`src/rtl/fwrisc_uart_prog_pkg.sv`:
```
// fwrisc_uart_prog_pkg: shared FSM state type and UART frame constants for the program sender.
package fwrisc_uart_prog_pkg;
   typedef enum logic [3:0] {
      IDLE, FETCH, LOAD, START_BIT, DATA, STOP_BIT, WAIT_ACK, FINISH, ERROR
   } prog_tx_state_e;
   localparam int UART_DATA_BITS = 8;
   localparam int UART_STOP_BITS = 1;
   localparam int BIT_IDX_W = $clog2(UART_DATA_BITS + UART_STOP_BITS + 1);
endpackage

```
`src/rtl/fwrisc_uart_tx_serializer.sv`:
```
// fwrisc_uart_tx_serializer: 8N1 LSB-first frame shifter; bit_idx 0 is the start bit,
// 1..UART_DATA_BITS the data bits, the remainder stop bits.
module fwrisc_uart_tx_serializer
   import fwrisc_uart_prog_pkg::*;
#(
   parameter int CLKS_PER_BIT = 868
) (
   input  logic                      clock,
   input  logic                      reset,
   input  logic                      load,
   input  logic [UART_DATA_BITS-1:0] data,
   output logic                      tx,
   output logic                      busy,
   output logic [BIT_IDX_W-1:0]      bit_idx
);
   localparam logic [BIT_IDX_W-1:0] LAST = BIT_IDX_W'(UART_DATA_BITS + UART_STOP_BITS);
   logic [15:0] baud;
   logic [UART_DATA_BITS-1:0] sh;
   always_ff @(posedge clock or posedge reset) begin
      if (reset) begin
         tx      <= 1'b1;
         busy    <= 1'b0;
         baud    <= '0;
         bit_idx <= '0;
         sh      <= '1;
      end else if (!busy) begin
         if (load) begin
            tx      <= 1'b0;
            busy    <= 1'b1;
            baud    <= '0;
            bit_idx <= '0;
            sh      <= data;
         end
      end else if (baud != 16'(CLKS_PER_BIT - 1)) begin
         baud <= baud + 16'd1;
      end else begin
         baud <= '0;
         // ones shifted in behind the data become the stop bits
         if (bit_idx == LAST) busy <= 1'b0;
         else begin
            tx      <= sh[0];
            sh      <= {1'b1, sh[UART_DATA_BITS-1:1]};
            bit_idx <= bit_idx + BIT_IDX_W'(1);
         end
      end
   end
endmodule

```
`src/rtl/fwrisc_uart_prog_sender.sv`:
```
// fwrisc_uart_prog_sender: ack-paced UART boot streamer of a program image from byte memory.
// Define PROG_SENDER_CKSUM_EN to append a modulo-256 checksum frame after the image.
module fwrisc_uart_prog_sender
   import fwrisc_uart_prog_pkg::*;
#(
   parameter int CLKS_PER_BIT = 868,
   parameter int MEM_AW       = 12,
   parameter int ACK_TIMEOUT  = 1_000_000
) (
   input  logic              clock,
   input  logic              reset,
   input  logic              start,
   input  logic [MEM_AW:0]   length,
   output logic [MEM_AW-1:0] mem_addr,
   input  logic [7:0]        mem_rdata,
   input  logic              ack,
   output logic              tx,
   output logic              busy,
   output logic              done,
   output logic              timeout_err,
   output logic [MEM_AW:0]   byte_cnt
);
   localparam int TO_W = $clog2(ACK_TIMEOUT + 1);
   prog_tx_state_e state;
   logic [MEM_AW:0] len_q, cnt_nxt;
   logic [TO_W-1:0] to_cnt;
   logic ack_s1, ack_s2, ack_d, ack_edge;
   logic ser_busy;
   logic [BIT_IDX_W-1:0] ser_idx;
   logic [7:0] ser_data;
   assign cnt_nxt = byte_cnt + (MEM_AW + 1)'(1);
`ifdef PROG_SENDER_CKSUM_EN
   logic [7:0] sum;
   logic cks;
   assign ser_data = cks ? sum : mem_rdata;
`else
   assign ser_data = mem_rdata;
`endif
   fwrisc_uart_tx_serializer #(.CLKS_PER_BIT(CLKS_PER_BIT)) u_ser (
      .clock(clock), .reset(reset), .load(state == LOAD), .data(ser_data),
      .tx(tx), .busy(ser_busy), .bit_idx(ser_idx)
   );
   // edge detector runs in every state so a level held across a frame is never a new edge
   always_ff @(posedge clock or posedge reset) begin
      if (reset) {ack_s1, ack_s2, ack_d, ack_edge} <= '0;
      else begin
         ack_s1   <= ack;
         ack_s2   <= ack_s1;
         ack_d    <= ack_s2;
         ack_edge <= ack_s2 & ~ack_d;
      end
   end
   always_ff @(posedge clock or posedge reset) begin
      if (reset) begin
         state       <= IDLE;
         busy        <= 1'b0;
         done        <= 1'b0;
         timeout_err <= 1'b0;
         byte_cnt    <= '0;
         mem_addr    <= '0;
         len_q       <= '0;
         to_cnt      <= '0;
`ifdef PROG_SENDER_CKSUM_EN
         sum         <= '0;
         cks         <= 1'b0;
`endif
      end else begin
         done <= 1'b0;
         case (state)
            IDLE: if (start) begin
               len_q       <= length;
               byte_cnt    <= '0;
               mem_addr    <= '0;
               timeout_err <= 1'b0;
               busy        <= 1'b1;
               state       <= (length == '0) ? FINISH : FETCH;
`ifdef PROG_SENDER_CKSUM_EN
               sum         <= '0;
               cks         <= 1'b0;
`endif
            end
            FETCH: state <= LOAD;
            LOAD: begin
               state <= START_BIT;
`ifdef PROG_SENDER_CKSUM_EN
               if (!cks) sum <= sum + mem_rdata;
`endif
            end
            START_BIT: if (ser_idx != '0) state <= DATA;
            DATA: if (ser_idx == BIT_IDX_W'(UART_DATA_BITS + 1)) state <= STOP_BIT;
            STOP_BIT: if (!ser_busy) begin
               state  <= WAIT_ACK;
               to_cnt <= '0;
            end
            WAIT_ACK: begin
               if (ack_edge) begin
`ifdef PROG_SENDER_CKSUM_EN
                  if (cks) state <= FINISH;
                  else begin
                     byte_cnt <= cnt_nxt;
                     mem_addr <= mem_addr + MEM_AW'(1);
                     cks      <= (cnt_nxt == len_q);
                     state    <= (cnt_nxt == len_q) ? LOAD : FETCH;
                  end
`else
                  byte_cnt <= cnt_nxt;
                  mem_addr <= mem_addr + MEM_AW'(1);
                  state    <= (cnt_nxt == len_q) ? FINISH : FETCH;
`endif
               end else if (to_cnt == TO_W'(ACK_TIMEOUT - 1)) state <= ERROR;
               else to_cnt <= to_cnt + TO_W'(1);
            end
            FINISH: begin
               done  <= 1'b1;
               busy  <= 1'b0;
               state <= IDLE;
            end
            ERROR: begin
               timeout_err <= 1'b1;
               busy        <= 1'b0;
               state       <= IDLE;
            end
            default: state <= IDLE;
         endcase
      end
   end
endmodule

```
`config.mk`:
```
export PLATFORM = sky130hd
export DESIGN_NAME = fwrisc_uart_prog_sender
export DESIGN_NICKNAME = d
export VERILOG_FILES = /design/src/rtl/fwrisc_uart_prog_pkg.sv /design/src/rtl/fwrisc_uart_tx_serializer.sv /design/src/rtl/fwrisc_uart_prog_sender.sv
export SDC_FILE = /design/constraint.sdc
export NUM_CORES = 1
export LEC_CHECK = 0
export CAP_MARGIN = 20
export CORE_ASPECT_RATIO = 0.7
export CORE_UTILIZATION = 35
export CTS_CLUSTER_DIAMETER = 60
export DETAILED_ROUTE_END_ITERATION = 8
export PLACE_DENSITY = 0.57
export SLEW_MARGIN = 10
export SYNTH_ARGS = -nofsm -noshare
export SYNTH_HDL_FRONTEND = slang
export SYNTH_HIERARCHICAL = 1
export SYNTH_SLANG_ARGS = --single-unit
export TNS_END_PERCENT = 10
```
`constraint.sdc`:
```
create_clock -name clock -period 2.9 [get_ports clock]
set_input_delay 0.58 -clock clock [delete_from_list [all_inputs] [get_ports clock]]
set_output_delay 0.58 -clock clock [all_outputs]
set_load 0.1 [all_outputs]
```
==> results.md <==
- Crit-path max FO: 9
- Via count: about 4,300
- # IOs: 54
- Grt total ovfl: 0
- Fin. max-slew vios: 0
- Core box area: 0.01486 mm2
- Initial DRC Count: 278
- Placed Instances: 793
- Hold EP: ack_s2
- Sink Count: 99
- DIE HEIGHT: 105.7 um
- Fillers: about 1,500
- Main combinational cell family by area after synthesis: simple AND/OR/NAND/NOR gates
- PnR Total Power: about 0.0049 W
- Hold_buf cts: 0
- Net count after synthesis: 589
- Worst-skew pair later-pin latency: 0.35 ns
- First-pass GRT wire length: just over 20,000 um
- Worst setup margin: 0.5815 ns
- Hold Path Depth: 0
- Reg2reg path depth: 8
- Worst path required time: around 3.1 ns
- Clock buffer depth: 2
- Rel. slew slack: 44.52%
- Critical path data arrival time: around 2.6 ns
- WS Path Type: reg -> reg
- Placer Congestion: roughly 0.80
- Critical Path End Type: flop
- Port buffer count: 53
- Worst-Margin Slew: 0.8292 ns
- P_leak: 2.719 nW
- Row cnt: 37
- Layout cell share with drive strength beyond 1: 17.59%
- Cts repair resizes: 0
- Drt drc: 0
- Starting density of the core: between 30% and 40%
- Min-delay src: ack_s1
- Post-Layout Cell Count: ~800
- Post-synthesis sequential area ratio: 46.25%
- Gr usage total: 16.56%
- Max Cap Viol: 0
- Final Hold Violating Endpoints: 0
- DPL Wire Length: 8616 um
- Largest net degree at the start of global routing: 70
- Reg-to-Reg End: state[1]
- Die W: between 150 and 200 um
- Post-synthesis mux area share: 6.998%
- DIE AREA: 0.01588 mm2
- RR Startpoint: to_cnt[0]
- Syn-to-layout area delta: 19.20%
- Max Freq: 431.3 MHz
- Nets: 640
- Clock tree from TritonCTS: yes
- Vias per Instance: approximately 5.3
- Critical-path top delay cell: or4_4
- Setup Buffers After CTS: 0
- Total CTS buffers: 9
- Worst VDD drop: 484.3 uV
- Gate count of the mapped netlist: 558
- Synth Area in XOR/XNOR: 7.161%
- Most used DFF post-synth: dfrtp_1
- Post-Route WL: roughly 12,000 um
- Outcome: completed
- Compound-Gate Fraction of Synth Area: 12.00%
- Antenna Nets Post-Route: 0
- Final min period: 2.318 ns
- Syn Area/Cell: approximately 9.6 um2
- H-tree depth: 3
- Antenna violations before repair: 0
- Post-Synth Simple-Gate Area: between 20% and 30%
- Synth cell types: 69
- Power Density: 762.2 mW/mm2
- RSZ-0062 raised after global routing: false
- Max incr delay on CP: around 0.51 ns
- Synthesized area: between 0.005 and 0.006 mm2
- Setup_tns: 0 ns
- CP cell instances: ha_1 > nand4_1 > or4_4 > o21bai_4 > o21ai_2 > o22a_1 > o22ai_1 > a21oi_1
- Ant diodes: 0
- Tcrit/Tclk final: between 70 and 80%
- Worst hold path type: reg -> reg
- Avg WL per Cell: 15.18 um
- Post-synth EDFFs: 0
- Clock root buffer: clkbuf_16
- Post-place setup slack: 0.2951 ns
- Fin Clk Skew: 0.01280 ns
- Synth Area in Adders: 1.395%
- Vias in the first global route: 3,973
- Startpoint Class: flop
- Clock slew at reported path FFs: 0.07 ns
- Drt pass-1 iters: 4
- R2r setup slk: 0.58 ns
- Finish-stage setup viols: 0
- Synth warn: 6
- Post-synthesis register bit count: 99
- Async S/R FF share, synth: 100.0%
==> worst max-delay path: cells and delay by family, from the launching register on <==
kind	cells	cell delay (ns)
adder cells (fa/ha/maj)	1	0.25
AO/OA/AOI/OAI	5	0.93
AND/OR/NAND/NOR	2	0.63
flip-flops	1	0.39
==> layer usage <==
metal | up-vias | track usage, % | part of all wire [%]
li1 | 2090 | - | -
met1 | 2079 | 25.19 | 52
met2 | 83 | 23.05 | 43
met3 | 10 | 4.199 | 4.0
met4 | 0 | 3.968 | 0.98
met5 | - | 0 | 0
==> layout make-up <==
class                   count  area [um2]  area share, %
flip-flops and latches     99        2489          38.79
repair buffers             67       575.6          8.972
clock buffers               9       225.2          3.511
inverters                  13       48.80         0.7607
clock inverters             7       106.4          1.658
well taps                 195       244.0          3.803
multi-input cells         419        2726          42.50
==> state kept, by name, summed over array words and instances, names as in the netlist, 4 cells and up <==
name	count
byte_cnt	13
len_q	13
mem_addr	12
state	4
to_cnt	20
u_ser/baud	16
u_ser/bit_idx	4
u_ser/sh	8
==> power by group <==
group | leakage, nW | switching (W) | internal [W]
clock network | 0.163 | 0.000566 | 0.000772
registers | 1.28 | 0.000345 | 0.00166
logic | 1.27 | 0.000921 | 0.000624
==> cells in the final DEF (no fill, tap or decap), types with 4 or more instances in the layout <==
master | Yosys | final
inv_1 | 13 | 12
nand3_1 | 28 | 28
mux2_1 | 6 | 6
mux2i_1 | 5 | 5
xnor2_1 | 20 | 20
nand2b_1 | 4 | 4
nor3_1 | 10 | 10
nand4_1 | 13 | 13
nand2_1 | 78 | 78
clkbuf_16 | 0 | 9
dfrtp_1 | 90 | 90
o22ai_1 | 5 | 5
and4_1 | 7 | 7
nand3b_1 | 4 | 4
mux2_2 | 23 | 23
and3_1 | 13 | 13
clkdlybuf4s50_1 | 0 | 24
nor2_1 | 49 | 49
xor2_1 | 24 | 24
o31ai_1 | 4 | 4
buf_4 | 0 | 42
nor2b_1 | 6 | 6
a41oi_1 | 4 | 4
a21oi_1 | 8 | 8
o21ai_0 | 30 | 30
dfstp_2 | 9 | 9
nor4_1 | 5 | 5
a31oi_1 | 13 | 13
ha_1 | 6 | 6
==> synth_stat cells (all sizes together) (5+ instances only) <==
master / instances / share of area (%)
o22ai: 6 / 0.81
o21ai: 32 / 3.0
nor2: 51 / 3.7
buf: 10 / 1.0
and3: 13 / 1.5
clkbuf: 17 / 1.2
mux2i: 5 / 0.93
mux2: 29 / 6.1
nor2b: 6 / 0.70
and4: 7 / 1.1
xor2: 24 / 3.9
ha: 6 / 1.4
nand4: 14 / 1.9
nor4: 6 / 0.98
nor3: 11 / 1.1
nand3: 28 / 2.6
a21oi: 10 / 1.1
dfrtp: 90 / 42
nand2: 78 / 5.4
xnor2: 20 / 3.3
a31oi: 13 / 1.5
inv: 13 / 0.91
dfstp: 9 / 4.4
==> worst max-delay path by stage <==
stage | endpoint | startpoint | slack [ns]
2_1_floorplan | state[2] | byte_cnt[0] | 0.26
3_3_place_gp | mem_addr[9] | start | 0.33
3_5_place_dp | mem_addr[11] | start | 0.30
4_1_cts | u_ser/sh[2] | state[2] | 0.57
5_1_grt | state[1] | to_cnt[0] | 0.37
6_report | state[1] | to_cnt[0] | 0.58
==> through the flow <==
step / hold slack, ns / cell area (um2) / util [%]
2_1_floorplan: 0.3312 / 5381 / -
3_3_place_gp: 0.3336 / 6083 / 40.94
3_5_place_dp: 0.3411 / 6083 / 40.94
4_1_cts: 0.3590 / 6415 / 43.17
5_1_grt: 0.3615 / 6415 / 43.17
6_report: 0.3543 / 6415 / 43.17
==> cells by family (layout without fill, tap and decap cells) <==
family | count (synthesis) | in the layout
xor gates and xnor gates | 44 | 44
adders and majority gates | 6 | 6
muxes | 34 | 34
DFF | 99 | 99
and+or+nand+nor | 241 | 241
AOI/OAI and AO/OA | 94 | 94
buffers and inverters | 40 | 96
Note: power is estimated with default switching activity, not from simulation.
